==> src/rtl/ps2_scancode_source.sv <==
// PS/2 keyboard front end: deserializes frames, drops key releases, maps Enter/Esc to strobes.
// Latency: strobe one clk after the stop-bit sample event; no backpressure, strobes are fire-and-forget.
module ps2_scancode_source #(
    parameter int         FILTER_LEN     = 4,
    parameter int         TIMEOUT_CYCLES = 5000,
    parameter logic [7:0] ENTER_CODE     = 8'h5A,
    parameter logic [7:0] ESC_CODE       = 8'h76
) (
    input  logic       clk,
    input  logic       rst,
    input  logic       ps2_clk_i,
    input  logic       ps2_dat_i,
    output logic [7:0] ps2_data_o,
    output logic       ps2_valid_o,
    output logic       ps2_done_o,
    output logic       ps2_reset_o,
    output logic       frame_err_o
);
    localparam int FW = $clog2(FILTER_LEN + 1);
    localparam int TW = $clog2(TIMEOUT_CYCLES + 1);

    typedef enum logic [1:0] {IDLE, DATA, PARITY, STOP} state_t;

    state_t        state_q, state_d;
    logic          clk_s1_q, clk_s2_q, dat_s1_q, dat_s2_q;
    logic          fclk_q, fclk_d;
    logic [FW-1:0] fcnt_q, fcnt_d;
    logic [TW-1:0] tcnt_q, tcnt_d;
    logic [2:0]    bitcnt_q, bitcnt_d;
    logic [7:0]    shift_q, shift_d;
    logic          par_q, par_d;
    logic          brk_q, brk_d, ext_q, ext_d;
    logic [7:0]    data_q, data_d;
    logic          valid_q, valid_d, done_q, done_d, reset_q, reset_d, err_q, err_d;
    logic          filt_flip, sample;

    // The filtered level flips on the FILTER_LEN-th consecutive disagreeing cycle.
    assign filt_flip = (clk_s2_q != fclk_q) && (fcnt_q == FW'(FILTER_LEN - 1));
    assign sample    = filt_flip && fclk_q;

    always_comb begin
        state_d  = state_q;
        fclk_d   = fclk_q;
        fcnt_d   = '0;
        tcnt_d   = tcnt_q;
        bitcnt_d = bitcnt_q;
        shift_d  = shift_q;
        par_d    = par_q;
        brk_d    = brk_q;
        ext_d    = ext_q;
        data_d   = data_q;
        valid_d  = 1'b0;
        done_d   = 1'b0;
        reset_d  = 1'b0;
        err_d    = 1'b0;

        if (filt_flip) begin
            fclk_d = clk_s2_q;
        end else if (clk_s2_q != fclk_q) begin
            fcnt_d = fcnt_q + FW'(1);
        end

        if (state_q != IDLE && !sample) begin
            if (tcnt_q == TW'(TIMEOUT_CYCLES)) begin
                state_d = IDLE;
                err_d   = 1'b1;
                tcnt_d  = '0;
            end else begin
                tcnt_d = tcnt_q + TW'(1);
            end
        end

        if (sample) begin
            tcnt_d = '0;
            case (state_q)
                IDLE: begin
                    if (!dat_s2_q) begin
                        state_d  = DATA;
                        bitcnt_d = '0;
                    end else begin
                        err_d = 1'b1;
                    end
                end
                DATA: begin
                    shift_d  = {dat_s2_q, shift_q[7:1]};
                    bitcnt_d = bitcnt_q + 3'd1;
                    if (bitcnt_q == 3'd7) state_d = PARITY;
                end
                PARITY: begin
                    par_d   = dat_s2_q;
                    state_d = STOP;
                end
                default: begin
                    state_d = IDLE;
                    // Odd parity: data plus parity bit must carry an odd number of ones.
                    if (!dat_s2_q || !(^{shift_q, par_q})) begin
                        err_d = 1'b1;
                    end else if (shift_q == 8'hF0) begin
                        brk_d = 1'b1;
                    end else if (shift_q == 8'hE0) begin
                        ext_d = 1'b1;
                    end else if (brk_q) begin
                        brk_d = 1'b0;
                        ext_d = 1'b0;
                    end else begin
                        ext_d = 1'b0;
                        if (shift_q == ENTER_CODE) begin
                            done_d = 1'b1;
                        end else if (shift_q == ESC_CODE) begin
                            reset_d = 1'b1;
                        end else begin
                            valid_d = 1'b1;
                            data_d  = shift_q;
                        end
                    end
                end
            endcase
        end
    end

    always_ff @(posedge clk or negedge rst) begin
        if (!rst) begin
            state_q  <= IDLE;
            clk_s1_q <= 1'b1;
            clk_s2_q <= 1'b1;
            dat_s1_q <= 1'b1;
            dat_s2_q <= 1'b1;
            fclk_q   <= 1'b1;
            fcnt_q   <= '0;
            tcnt_q   <= '0;
            bitcnt_q <= '0;
            shift_q  <= '0;
            par_q    <= 1'b0;
            brk_q    <= 1'b0;
            ext_q    <= 1'b0;
            data_q   <= 8'h00;
            valid_q  <= 1'b0;
            done_q   <= 1'b0;
            reset_q  <= 1'b0;
            err_q    <= 1'b0;
        end else begin
            state_q  <= state_d;
            clk_s1_q <= ps2_clk_i;
            clk_s2_q <= clk_s1_q;
            dat_s1_q <= ps2_dat_i;
            dat_s2_q <= dat_s1_q;
            fclk_q   <= fclk_d;
            fcnt_q   <= fcnt_d;
            tcnt_q   <= tcnt_d;
            bitcnt_q <= bitcnt_d;
            shift_q  <= shift_d;
            par_q    <= par_d;
            brk_q    <= brk_d;
            ext_q    <= ext_d;
            data_q   <= data_d;
            valid_q  <= valid_d;
            done_q   <= done_d;
            reset_q  <= reset_d;
            err_q    <= err_d;
        end
    end

    assign ps2_data_o  = data_q;
    assign ps2_valid_o = valid_q;
    assign ps2_done_o  = done_q;
    assign ps2_reset_o = reset_q;
    assign frame_err_o = err_q;
endmodule

==> config.mk <==
export PLATFORM = sky130hd
export DESIGN_NAME = ps2_scancode_source
export DESIGN_NICKNAME = d
export VERILOG_FILES = /design/src/rtl/ps2_scancode_source.sv
export SDC_FILE = /design/constraint.sdc
export NUM_CORES = 1
export LEC_CHECK = 0
export BUFFER_PORTS_ARGS = -buffer_cell sky130_fd_sc_hd__buf_2
export CAP_MARGIN = 10
export CORE_MARGIN = 2
export CORE_UTILIZATION = 59
export DETAILED_ROUTE_END_ITERATION = 10
export HOLD_SLACK_MARGIN = 0.06
export PLACE_DENSITY = 0.78
export REMOVE_ABC_BUFFERS = 1
export SLEW_MARGIN = 20
export SYNTH_ARGS = -nofsm -noshare
export SYNTH_HDL_FRONTEND = slang
export SYNTH_SLANG_ARGS = --single-unit
==> constraint.sdc <==
create_clock -name clk -period 2.4 [get_ports clk]
set_input_delay 0.12 -clock clk [delete_from_list [all_inputs] [get_ports clk]]
set_output_delay 0.12 -clock clk [all_outputs]
set_load 0.01 [all_outputs]
; ---- Yosys cells after proc, flatten, opt, wreduce, memory -nomap -nowiden
; Cells that the tools add are included.
[word_totals]
in_bits = 4
regBits = 48
output_inout_bits = 12
word_cells = 102
[classes]
n_reduce_logical = 19
n_eq_ne = 12
add_sub_neg = 3
n_bitwise = 7
mux = 44
[op_table]
columns = op, n
row1 = 13-bit two-way mux, 3
row2 = 1-bit two-way mux, 30
row3 = 8-bit by 7-bit equality test with 1-bit output (second input constant), 2
row4 = 8-bit equality test (second input constant), 2
row5 = 13-bit by 1-bit adder with 13-bit output (second input constant), 1
row6 = 13-bit equality test (second input constant), 1
row7 = 2-bit two-way mux, 5
row8 = 3-bit two-way mux, 3
row9 = 9-bit parity, 1
row10 = 8-bit AND reduction, 1
row11 = 1-bit NOT, 7
row12 = 3-bit by 1-bit adder with 3-bit output (second input constant), 2
row13 = 2-bit case mux with 3 select lines, 1
row14 = 3-bit case mux with 2 select lines, 1
row15 = 2-bit nonzero test, 3
row16 = 2-bit inequality test (second input constant), 2
row17 = 2-bit AND reduction, 2
row18 = 4-bit AND reduction, 1
row19 = 3-bit by 2-bit equality test with 1-bit output (second input constant), 1
row20 = 3-bit equality test (second input constant), 1
row21 = 1-bit logical AND, 3
row22 = 1-bit logical NOT, 3
row23 = 3-bit AND reduction, 1
row24 = 3-bit OR reduction, 1
row25 = 7 further kinds, 7

; ---- Longest topological paths before layout
; Gate-level depths: netlist of run 1.
[logic_depth]
word_depth = 9
mapped_depth = 9
mapped_depth_nobuf = 7

; ---- Worst setup path before layout of run 1
; Ideal clock, no wire load.
[synth_timing]
path_kind = register -> register
start = register shift_q[3]
end = register data_q[0], in the netlist ps2_data_o[0]
path_slack_ps = 519
arrival_ps = 1756
stages_incl_launch_ff = 6
path_cell_list = dfrtp_1 -> xor2_1 -> xnor3_1 -> xnor2_2 -> nand4_4 -> mux2_2
[synth_via]
elab_chain_cells = 5
[synth_rtl]
columns = element, line
row1 = "start, declared", 30  ; logic [7:0] shift_q, shift_d;
row2 = "start signal, assigned", 151  ; shift_q <= shift_d;
row3 = 9-bit parity, 96  ; if (!dat_s2_q || !(^{shift_q, par_q})) begin
row4 = 1-bit logical NOT, 96
row5 = 1-bit logical OR, 96
row6 = 1-bit NOT (no source line), n/a
row7 = 8-bit AND reduction (no source line) (*), n/a
row8 = "end signal, assigned", 155  ; data_q <= data_d;
row9 = "end, declared", 33  ; logic [7:0] data_q, data_d;
; Every way passes the cells marked *; elsewhere a longest branch is shown, timed or not.
; A chain may end at the register's enable or synchronous reset.

; ---- Worst setup path after layout of run 1
[layout_timing]
start = register fcnt_q[0]
end = register tcnt_q[8]
[layout_via]
elab_chain_cells = 6
[layout_rtl]
columns = element, line
row1 = "start, declared", 27  ; logic [FW-1:0] fcnt_q, fcnt_d;
row2 = "start signal, assigned", 148  ; fcnt_q <= fcnt_d;
row3 = 3-bit by 2-bit equality test with 1-bit output (*), 38  ; assign filt_flip = (clk_s2_q != fclk_q) && (fcnt_q == FW'(FILTER_LEN - 1));
row4 = 1-bit logical AND (*), 38
row5 = 1-bit logical AND (*), 39  ; assign sample = filt_flip && fclk_q;
row6 = 1-bit logical NOT, 63  ; if (state_q != IDLE && !sample) begin
row7 = 1-bit logical AND, 63
row8 = 2-bit nonzero test (no source line), n/a
row9 = "end signal, assigned", 149  ; tcnt_q <= tcnt_d;
row10 = "end, declared", 28  ; logic [TW-1:0] tcnt_q, tcnt_d;
; Marked as above.

==> run metrics, run 1 <==
hold crit path type=input port to async pin; Port-buffer cells=15; synth top area cells=dfrtp_1 45%, mux2_2 8.5%, dfstp_2 5.5%; Final Cycle Share=0.881; most frequent CP cell=ha_1; GPL Wtd Cong=0.929; H-tree depth=2; CTS Buf Count=5; initial antenna violation count=0; final hold violations=0; Via density=5.75; Layout area overhead=12.4%; LEAKAGE=1.32 nW; crit path DAT=2.34 ns; Die Span X=67.5 um; pin count of the biggest net entering global routing=30; fillers=307; GRT Residual Overflow=0; Clock Latency Late Sink=0.30 ns; Least-Margin Pin Slew=0.604 ns; Core Box Area=3940 um^2; vias in the first global route=1588; initial core utilization=0.604; diode count=0; multi-input logic area=1120 um^2; Worst Path Max Fanout=18; Initial DRC Count=116; # rows=23; Crit path buffers/inverters=0; hpwl dp=2.94 mm; slowest stage delay, CP=0.46 ns; TNS Setup=0 ns; CP cell instances=ha_1, ha_1, and3b_1, nor2_1, nand2b_1, or3_1, o21ai_0; Routed WL per cell=around 15 um; Reg area=1210 um^2; worst vdd ir=0.542 mV; DIE AREA=4560 um^2; crit path kind=flop to flop; max-slew violations=0; Relative slew margins=0.597; worst flop-to-flop path startpoint=fcnt_q[0]; Post-Synthesis Cells=between 200 and 250; Post-synth top cells=43 x dfrtp_1, 18 x mux2_2, 17 x o21ai_0; CTS Sinks=48; min cycle time layout=about 2.1 ns; CP Launch Type=flop; endpoints failing setup=0; met1 usage=0.285; DP Cell Count=278; ys flop type=dfrtp_1; Distinct cells, synth=40; CP required=2.62 ns; most common cell in the netlist=dfrtp_1; EDFF count, synth=0; met3 Use GR=0.0400; WL final=4.23 mm; Top delay family on crit path=simple AND/OR/NAND/NOR gates; drt pass-1 iters=4; ANT nets after route=0; sequential area share after synthesis=0.507; CTS tree=done; crit end category=flop; clk_skew=0.00946 ns; DRC errors left=0; first-pass GRT wire length=7.13 mm; top cell type's share of synthesized area=0.452; Worst Reg2Reg Path Length in Cells=7; gr usage total=0.210; Max Freq=473 MHz; clock slew at reported path FFs=around 0.090 ns; non-filler instance count after layout=289; fin nets=252; async set-reset flop share out of synthesis=1.00; YS warnings=0; max-cap viol count=0; total number of vias=1663; Avg Synthesized Cell Area=11.0 um^2; unrepaired setup endpoints after global routing=no; Synth area leader=dfrtp_1; slowest stage cell, crit path=or3_1; R2R Setup Slk=0.28 ns; Synth Cell Area=2380 um^2; maximum clock path buffer count=2; layout cells sized above 1=0.226; grt met2 use=0.336; I/O pin count=16; Die H=67.5 um; status=completed; R2R Path End=tcnt_q[8]; Yosys reg bits=48; PwrDens=749 nW/um^2; CTS root buf=clkbuf_8; GRT busiest layer=met2
[worst max-delay path by stage]
stage | slack, ns | from | endpoint | cells after the start
after floorplan | 0.48 | fcnt_q[0] | tcnt_q[8] | 7
after global routing | 0.12 | shift_q[4] | ps2_data_o[7] | 5
after global placement | 0.39 | shift_q[3] | ps2_data_o[3] | 5
after CTS | 0.30 | fcnt_q[0] | tcnt_q[8] | 7
final | 0.28 | fcnt_q[0] | tcnt_q[8] | 7
after detailed placement | 0.32 | fcnt_q[0] | tcnt_q[8] | 7
[sequential cells by signal (all words and copies together) (netlist names), 2 cells and up]
| register | cells |
|---|---|
| ps2_data_o | 8 |
| shift_q | 8 |
| bitcnt_q | 3 |
| state_q | 2 |
| fcnt_q | 3 |
| tcnt_q | 13 |
[power breakdown]
group          internal [mW]  switching (mW)
logic                  0.151           0.269
registers              0.885          0.0653
clock network          0.368           0.265
total                   1.40           0.599
[worst reg2reg max path, cell delays in order, from the launching register on]
cell	delay, ns
dfrtp_1	0.39
ha_1	0.20
ha_1	0.22
and3b_1	0.21
nor2_1	0.12
nand2b_1	0.35
or3_1	0.46
o21ai_0	0.08
[through the flow]
stage / cell area [um^2] / power (mW) / hold WS (ns) / util / setup slack, ns
finish: 2670 / 2.00 / 0.278 / 0.678 / 0.284
global route: 2670 / 2.12 / 0.326 / 0.678 / 0.117
CTS: 2670 / 2.01 / 0.285 / 0.678 / 0.298
detailed placement: 2520 / 1.38 / 0.0828 / 0.639 / 0.324
global placement: 2520 / 1.36 / 0.0797 / 0.639 / 0.388
floorplan: 2360 / 1.26 / -0.176 / - / 0.477
[logic make-up after synthesis]
family	after synthesis	share of synthesized area
compound gates	38	0.0988
xor+xnor	10	0.0457
fa+ha+maj	10	0.0526
buf+inv	15	0.0237
flops	48	0.507
mux	19	0.0894
simple gates	76	0.182
[layout make-up]
class	count	area share
Clock buffer	7	0.0360
Sequential cell	48	0.452
Multi-Input combinational cell	153	0.417
Inverter	9	0.0126
Clock inverter	1	0.0112
Timing Repair Buffer	21	0.0477
Tap cell	50	0.0234
[cell usage in the layout (no fill, tap or decap), drive strengths merged, types with 2 or more instances in the layout]
cell	count
nand3	11
o31ai	2
inv	9
nand2	15
xor2	4
nand2b	5
dfstp	5
nand3b	2
nor2	13
a31oi	2
nor3b	5
ha	10
mux2	18
dfrtp	43
a21oi	5
a22o	4
dlygate4sd3	3
a21o	5
nand4	3
buf	18
and3b	3
nor3	6
xnor2	5
clkbuf	7
and3	5
o21ai	17
[per-layer routing]
| layer | up-vias | share of wire |
|---|---|---|
| met2 | 20 | 0.47 |
| met5 | - | 0 |
| li1 | 810 | - |
| met4 | 0 | 0.011 |
| met3 | 6 | 0.032 |
| met1 | 827 | 0.49 |
[timing repair]
item                      in CTS  in global routing
resized for setup              0                  0
hold endpoints to repair      20                  0
setup buffers                  0                  0
hold buffers                   3                  0
(Power assumes the default switching activity.)
==> run 2, diff against run 1 <==
Settings changed: MAX_ROUTING_LAYER set to met4.
==> run 2 against run 1 <==
Maximum frequency is 1.2% higher. Largest cell class unchanged. Highest routed layer unchanged. Combinational power barely moved. Cell area stayed put. Sequential cell count stayed put. Core utilization unchanged.
==> run metrics, run 2 (synthesis results as in run 1) <==
Relative slew margins=0.616 (+0.0183); CTS Sinks=48 (unchanged); Final Cycle Share=0.871 (-0.0101); diode count=0 (unchanged); first-pass GRT wire length=7.16 mm (+0.39%); worst flop-to-flop path startpoint=fcnt_q[0]; initial antenna violation count=0 (unchanged); R2R Setup Slk=0.31 ns (+0.02 ns); clk_skew=0.00984 ns (+0.000385 ns); DP Worst Slack=0.324 ns (unchanged); Final WS setup=0.309 ns (+0.0243 ns); Core Box Area=3940 um^2 (unchanged); Top delay family on crit path=simple AND/OR/NAND/NOR gates; min cycle time layout=2.09 ns (-0.0243 ns); ANT nets after route=0 (unchanged); Initial DRC Count=93 (-20%); Crit path buffers/inverters=0 (unchanged); most common cell after layout, fill and taps aside=dfrtp_1; final hold violations=0 (unchanged); DRC errors left=0 (unchanged); max-cap viol count=0 (unchanged); Layout area overhead=12.4% (unchanged); total number of vias=1656 (-0.42%); endpoints failing setup=0 (unchanged); CP required=2.62 ns (about the same); critical path startpoint=fcnt_q[0]; GPL Wtd Cong=0.945 (+1.8%); vias in the first global route=1575 (-0.82%); Max Freq=478 MHz (+1.2%); crit path DAT=2.31 ns (-0.03 ns); layout cells sized above 1=0.226 (unchanged); hpwl dp=2.94 mm (unchanged); clock slew at reported path FFs=0.09 ns (about the same); crit path kind=flop to flop; max FFs per register=13 (unchanged); hold crit path type=input port to async pin; GRT Residual Overflow=0 (unchanged); drt pass-1 iters=5 (+1); Port-buffer cells=15 (unchanged); CTS Buf Count=5 (unchanged); initial core utilization=0.604 (unchanged); WP depth=7 (unchanged); crit end category=flop; Overall Power=2.00 mW (-0.40%); unrepaired setup endpoints after global routing=no; Worst Reg2Reg Path Length in Cells=7 (unchanged); R2R Path End=tcnt_q[8]; Resized Gates After CTS=0 (unchanged); Via density=5.73 (-0.42%); DIE AREA=4560 um^2 (unchanged); PwrDens=746 nW/um^2 (-0.40%); I/O pin count=16 (unchanged); H-tree depth=2 (unchanged); Die Span X=67.5 um (unchanged); Worst Path Max Fanout=18 (unchanged); hold_buf cts=3 (unchanged); Worst Setup EP=tcnt_q[8]; largest reg by FF count=tcnt_q; fin nets=252 (unchanged); slowest stage cell, crit path=or3_1; max-slew violations=0 (unchanged); most frequent CP cell=ha_1; Routed WL per cell=14.6 um (unchanged); gr usage total=0.220 (+0.00948); CP cell instances=ha_1, ha_1, and3b_1, nor2_1, nand2b_1, or3_1, o21ai_0; status=completed; TNS Setup=0 ns (unchanged); commonest cells after routing, fill and taps aside=43 x dfrtp_1, 18 x mux2_2, 17 x o21ai_0; CTS tree=done; slowest stage delay, CP=0.45 ns (about the same); Least-Margin Pin Slew=0.576 ns (-0.0274 ns); Die H=67.5 um (unchanged); WL final=4.23 mm (unchanged); pin count of the biggest net entering global routing=30 (unchanged); CTS root buf=clkbuf_8; maximum clock path buffer count=2 (unchanged); CP Launch Type=flop; fin util=0.678 (unchanged); LEAKAGE=1.32 nW (unchanged); worst vdd ir=0.539 mV (-0.46%); post-CTS setup buffers=0 (unchanged); # rows=23 (unchanged); Clock Latency Late Sink=0.30 ns (about the same)
run 2: area by class of cell:
cell class | instances | area [um^2]
fillers | 307 | 1270
flip-flops and latches | 48 | 1210
multi-input cells | 153 | 1120
repair buffers | 21 | 128
clock buffers | 7 | 96.3
well taps | 50 | 62.6
inverters | 9 | 33.8
clock inverters | 1 | 30.0
run 2: how the worst min path moves through the flow:
| stage | depth (start not counted) | from | slack, ns | endpoint |
|---|---|---|---|---|
| final | 2 | rst | 0.28 | fcnt_q[1] |
| after global routing | 2 | rst | 0.31 | fcnt_q[1] |
| after CTS | 2 | rst | 0.29 | fcnt_q[0] |
| after detailed placement | 1 | rst | 0.08 | fcnt_q[1] |
| after global placement | 1 | rst | 0.08 | fcnt_q[0] |
| after floorplan | 0 | rst | -0.18 | bitcnt_q[0] |
run 2: through the flow:
step / hold slack (ns) / cells / cell area, um^2
global placement: 0.0797 / 278 / 2520
floorplan: -0.176 / 210 / 2360
finish: 0.280 / 289 / 2670
CTS: 0.285 / 289 / 2670
global route: 0.315 / 289 / 2670
detailed placement: 0.0828 / 278 / 2520
run 2: layer usage:
metal  part of all wire  vias up  wire length [um]  track usage
met5                  0        -                 0            -
met2               0.47       22              1970        0.336
met4             0.0057        0                24       0.0536
li1                   -      810                 -            -
met1               0.50      822              2120        0.285
met3              0.028        2               118       0.0700
run 2: power breakdown:
group | internal [mW] | switching (mW) | leakage (nW)
combinational | 0.151 | 0.265 | 0.609
sequential | 0.885 | 0.0644 | 0.647
clock | 0.368 | 0.262 | 0.0645
total | 1.40 | 0.591 | 1.32
==> run 3, diff against run 2 <==
Settings changed: CELL_PAD_IN_SITES_DETAIL_PLACEMENT set to 1, CELL_PAD_IN_SITES_GLOBAL_PLACEMENT set to 2, CORE_UTILIZATION 59 to 40, PLACE_DENSITY 0.78 to not set, PLACE_DENSITY_LB_ADDON set to 0.1.
==> run 3 against run 2 <==
Setup slack worse by 0.020 ns. Global-route usage down 3.9 points. Sequential cell count unchanged. Critical path type unchanged. Count of clock-buffer cells in the layout down 1. Cell area up 1.8%. Combinational power up 8.9%. Largest power group unchanged. Critical endpoint is now ps2_data_o[6].
==> run metrics, run 3 (synthesis results as in run 1) <==
Overall Power=2.04 mW (+2.2%); CTS tree=done; DRC errors left=0 (unchanged); total number of vias=1672 (+0.97%); drt pass-1 iters=4 (-1); Final Cycle Share=0.880 (+0.00837); max-slew violations=0 (unchanged); Layout area overhead=14.4%; commonest cells after routing, fill and taps aside=43 x dfrtp_1, 18 x mux2_2, 17 x o21ai_0; diode count=0 (unchanged); crit path DAT=2.30 ns (about the same); TNS Setup=0 ns (unchanged); # rows=28 (+22%); vias in the first global route=1793 (+14%); R2R Path End=ps2_data_o[6]; ANT nets after route=0 (unchanged); hold_buf cts=3 (unchanged); Die Span X=81.1 um (+20%); CTS Sinks=48 (unchanged); largest reg by FF count=tcnt_q; hold crit path type=input port to async pin; maximum clock path buffer count=2 (unchanged); Via density=5.27 (-8.0%); Clock Latency Late Sink=0.30 ns (about the same); initial core utilization=0.407 (-0.197); H-tree depth=2 (unchanged); Core Box Area=5850 um^2 (+48%); CP Launch Type=flop; worst vdd ir=0.332 mV (-38%); DIE AREA=6580 um^2 (+44%); critical path startpoint=shift_q[7]; layout cells sized above 1=0.236 (+0.00960); post-CTS setup buffers=0 (unchanged); clk_skew=0.00776 ns (-0.00208 ns); most common cell after layout, fill and taps aside=dfrtp_1; first-pass GRT wire length=8.73 mm (+22%); worst flop-to-flop path startpoint=shift_q[7]; crit path kind=flop to flop; crit end category=flop; placed inst area=2570 um^2 (+2.1%); Resized Gates After CTS=0 (unchanged); Least-Margin Pin Slew=0.606 ns (+0.0297 ns); LEAKAGE=1.33 nW (+0.86%); WL final=5.04 mm (+19%); final hold violations=0 (unchanged); CTS root buf=clkbuf_8; min cycle time layout=2.11 ns (+0.0201 ns); R2R Setup Slk=0.29 ns (-0.02 ns); clock slew at reported path FFs=0.10 ns (about the same); GPL Wtd Cong=0.756 (-20%); hpwl dp=3.70 mm (+26%); PwrDens=749 nW/um^2 (+0.34%); CTS Buf Count=5 (unchanged); max FFs per register=13 (unchanged); Worst Reg2Reg Path Length in Cells=5 (-2); pin count of the biggest net entering global routing=27 (-10%); fin nets=255 (+1.2%); Die H=81.1 um (+20%); CP required=2.59 ns (-0.03 ns); endpoints failing setup=0 (unchanged); Worst Path Max Fanout=9 (-9); Port-buffer cells=15 (unchanged); Max Freq=474 MHz (-0.95%); initial antenna violation count=0 (unchanged); status=completed; gr usage total=0.180 (-0.0392); I/O pin count=16 (unchanged); Initial DRC Count=46 (-51%); unrepaired setup endpoints after global routing=no; Relative slew margins=0.596 (-0.0198); GRT Residual Overflow=0 (unchanged); final instance area=2720 um^2 (+1.8%); max-cap viol count=0 (unchanged); Routed WL per cell=15.9 um (+8.6%)
## run 3: cell types whose count changed in the layout (fill, tap and decap cells not counted), sizes merged
cell    delta
clkinv     +1
buf        +3
clkbuf     -1
## run 3: worst max-delay path by stage
stage                          endpoint  slack (ns)  cells past startpoint
after global placement        tcnt_q[8]        0.36                      7
after global routing         tcnt_q[11]        0.07                      5
after CTS                     tcnt_q[5]        0.25                      5
final                     ps2_data_o[6]        0.29                      5
after detailed placement      tcnt_q[8]        0.29                      7
after floorplan               tcnt_q[8]        0.48                      7
## run 3: cell type report
cell class / count / area, um^2
clock inverters: 2 / 38.8
clock buffers: 6 / 82.6
repair buffers: 24 / 150
inverters: 9 / 33.8
flip-flops and latches: 48 / 1210
well taps: 75 / 93.8
multi-input cells: 153 / 1120
fillers: 632 / 3130
## run 3: routing by layer
layer / track usage / up-vias / part of all wire
li1: - / 813 / -
met1: 0.234 / 834 / 0.47
met2: 0.284 / 19 / 0.50
met3: 0.0389 / 6 / 0.024
met4: 0.0559 / 0 / 0.0095
met5: - / - / 0
## run 3: per-stage QoR
step	utilization	cells	hold WS, ns	worst slack [ns]
global placement	0.439	306	0.157	0.359
CTS	0.465	317	0.361	0.248
detailed placement	0.439	306	0.172	0.288
floorplan	-	210	-0.176	0.477
global route	0.465	317	0.366	0.0669
finish	0.465	317	0.348	0.289
## run 3: power breakdown
part	switching (mW)	total [mW]	internal [mW]
Sequential	0.0685	0.954	0.885
Combinational	0.285	0.454	0.169
Clock	0.290	0.631	0.341
## run 3: worst max-delay path: stages (launching register included)
cell and delay [ns]:
dfrtp_1 0.44, xnor2_1 0.25, xnor3_1 0.41, xnor2_2 0.31, nand4_4 0.24, mux2_2 0.34
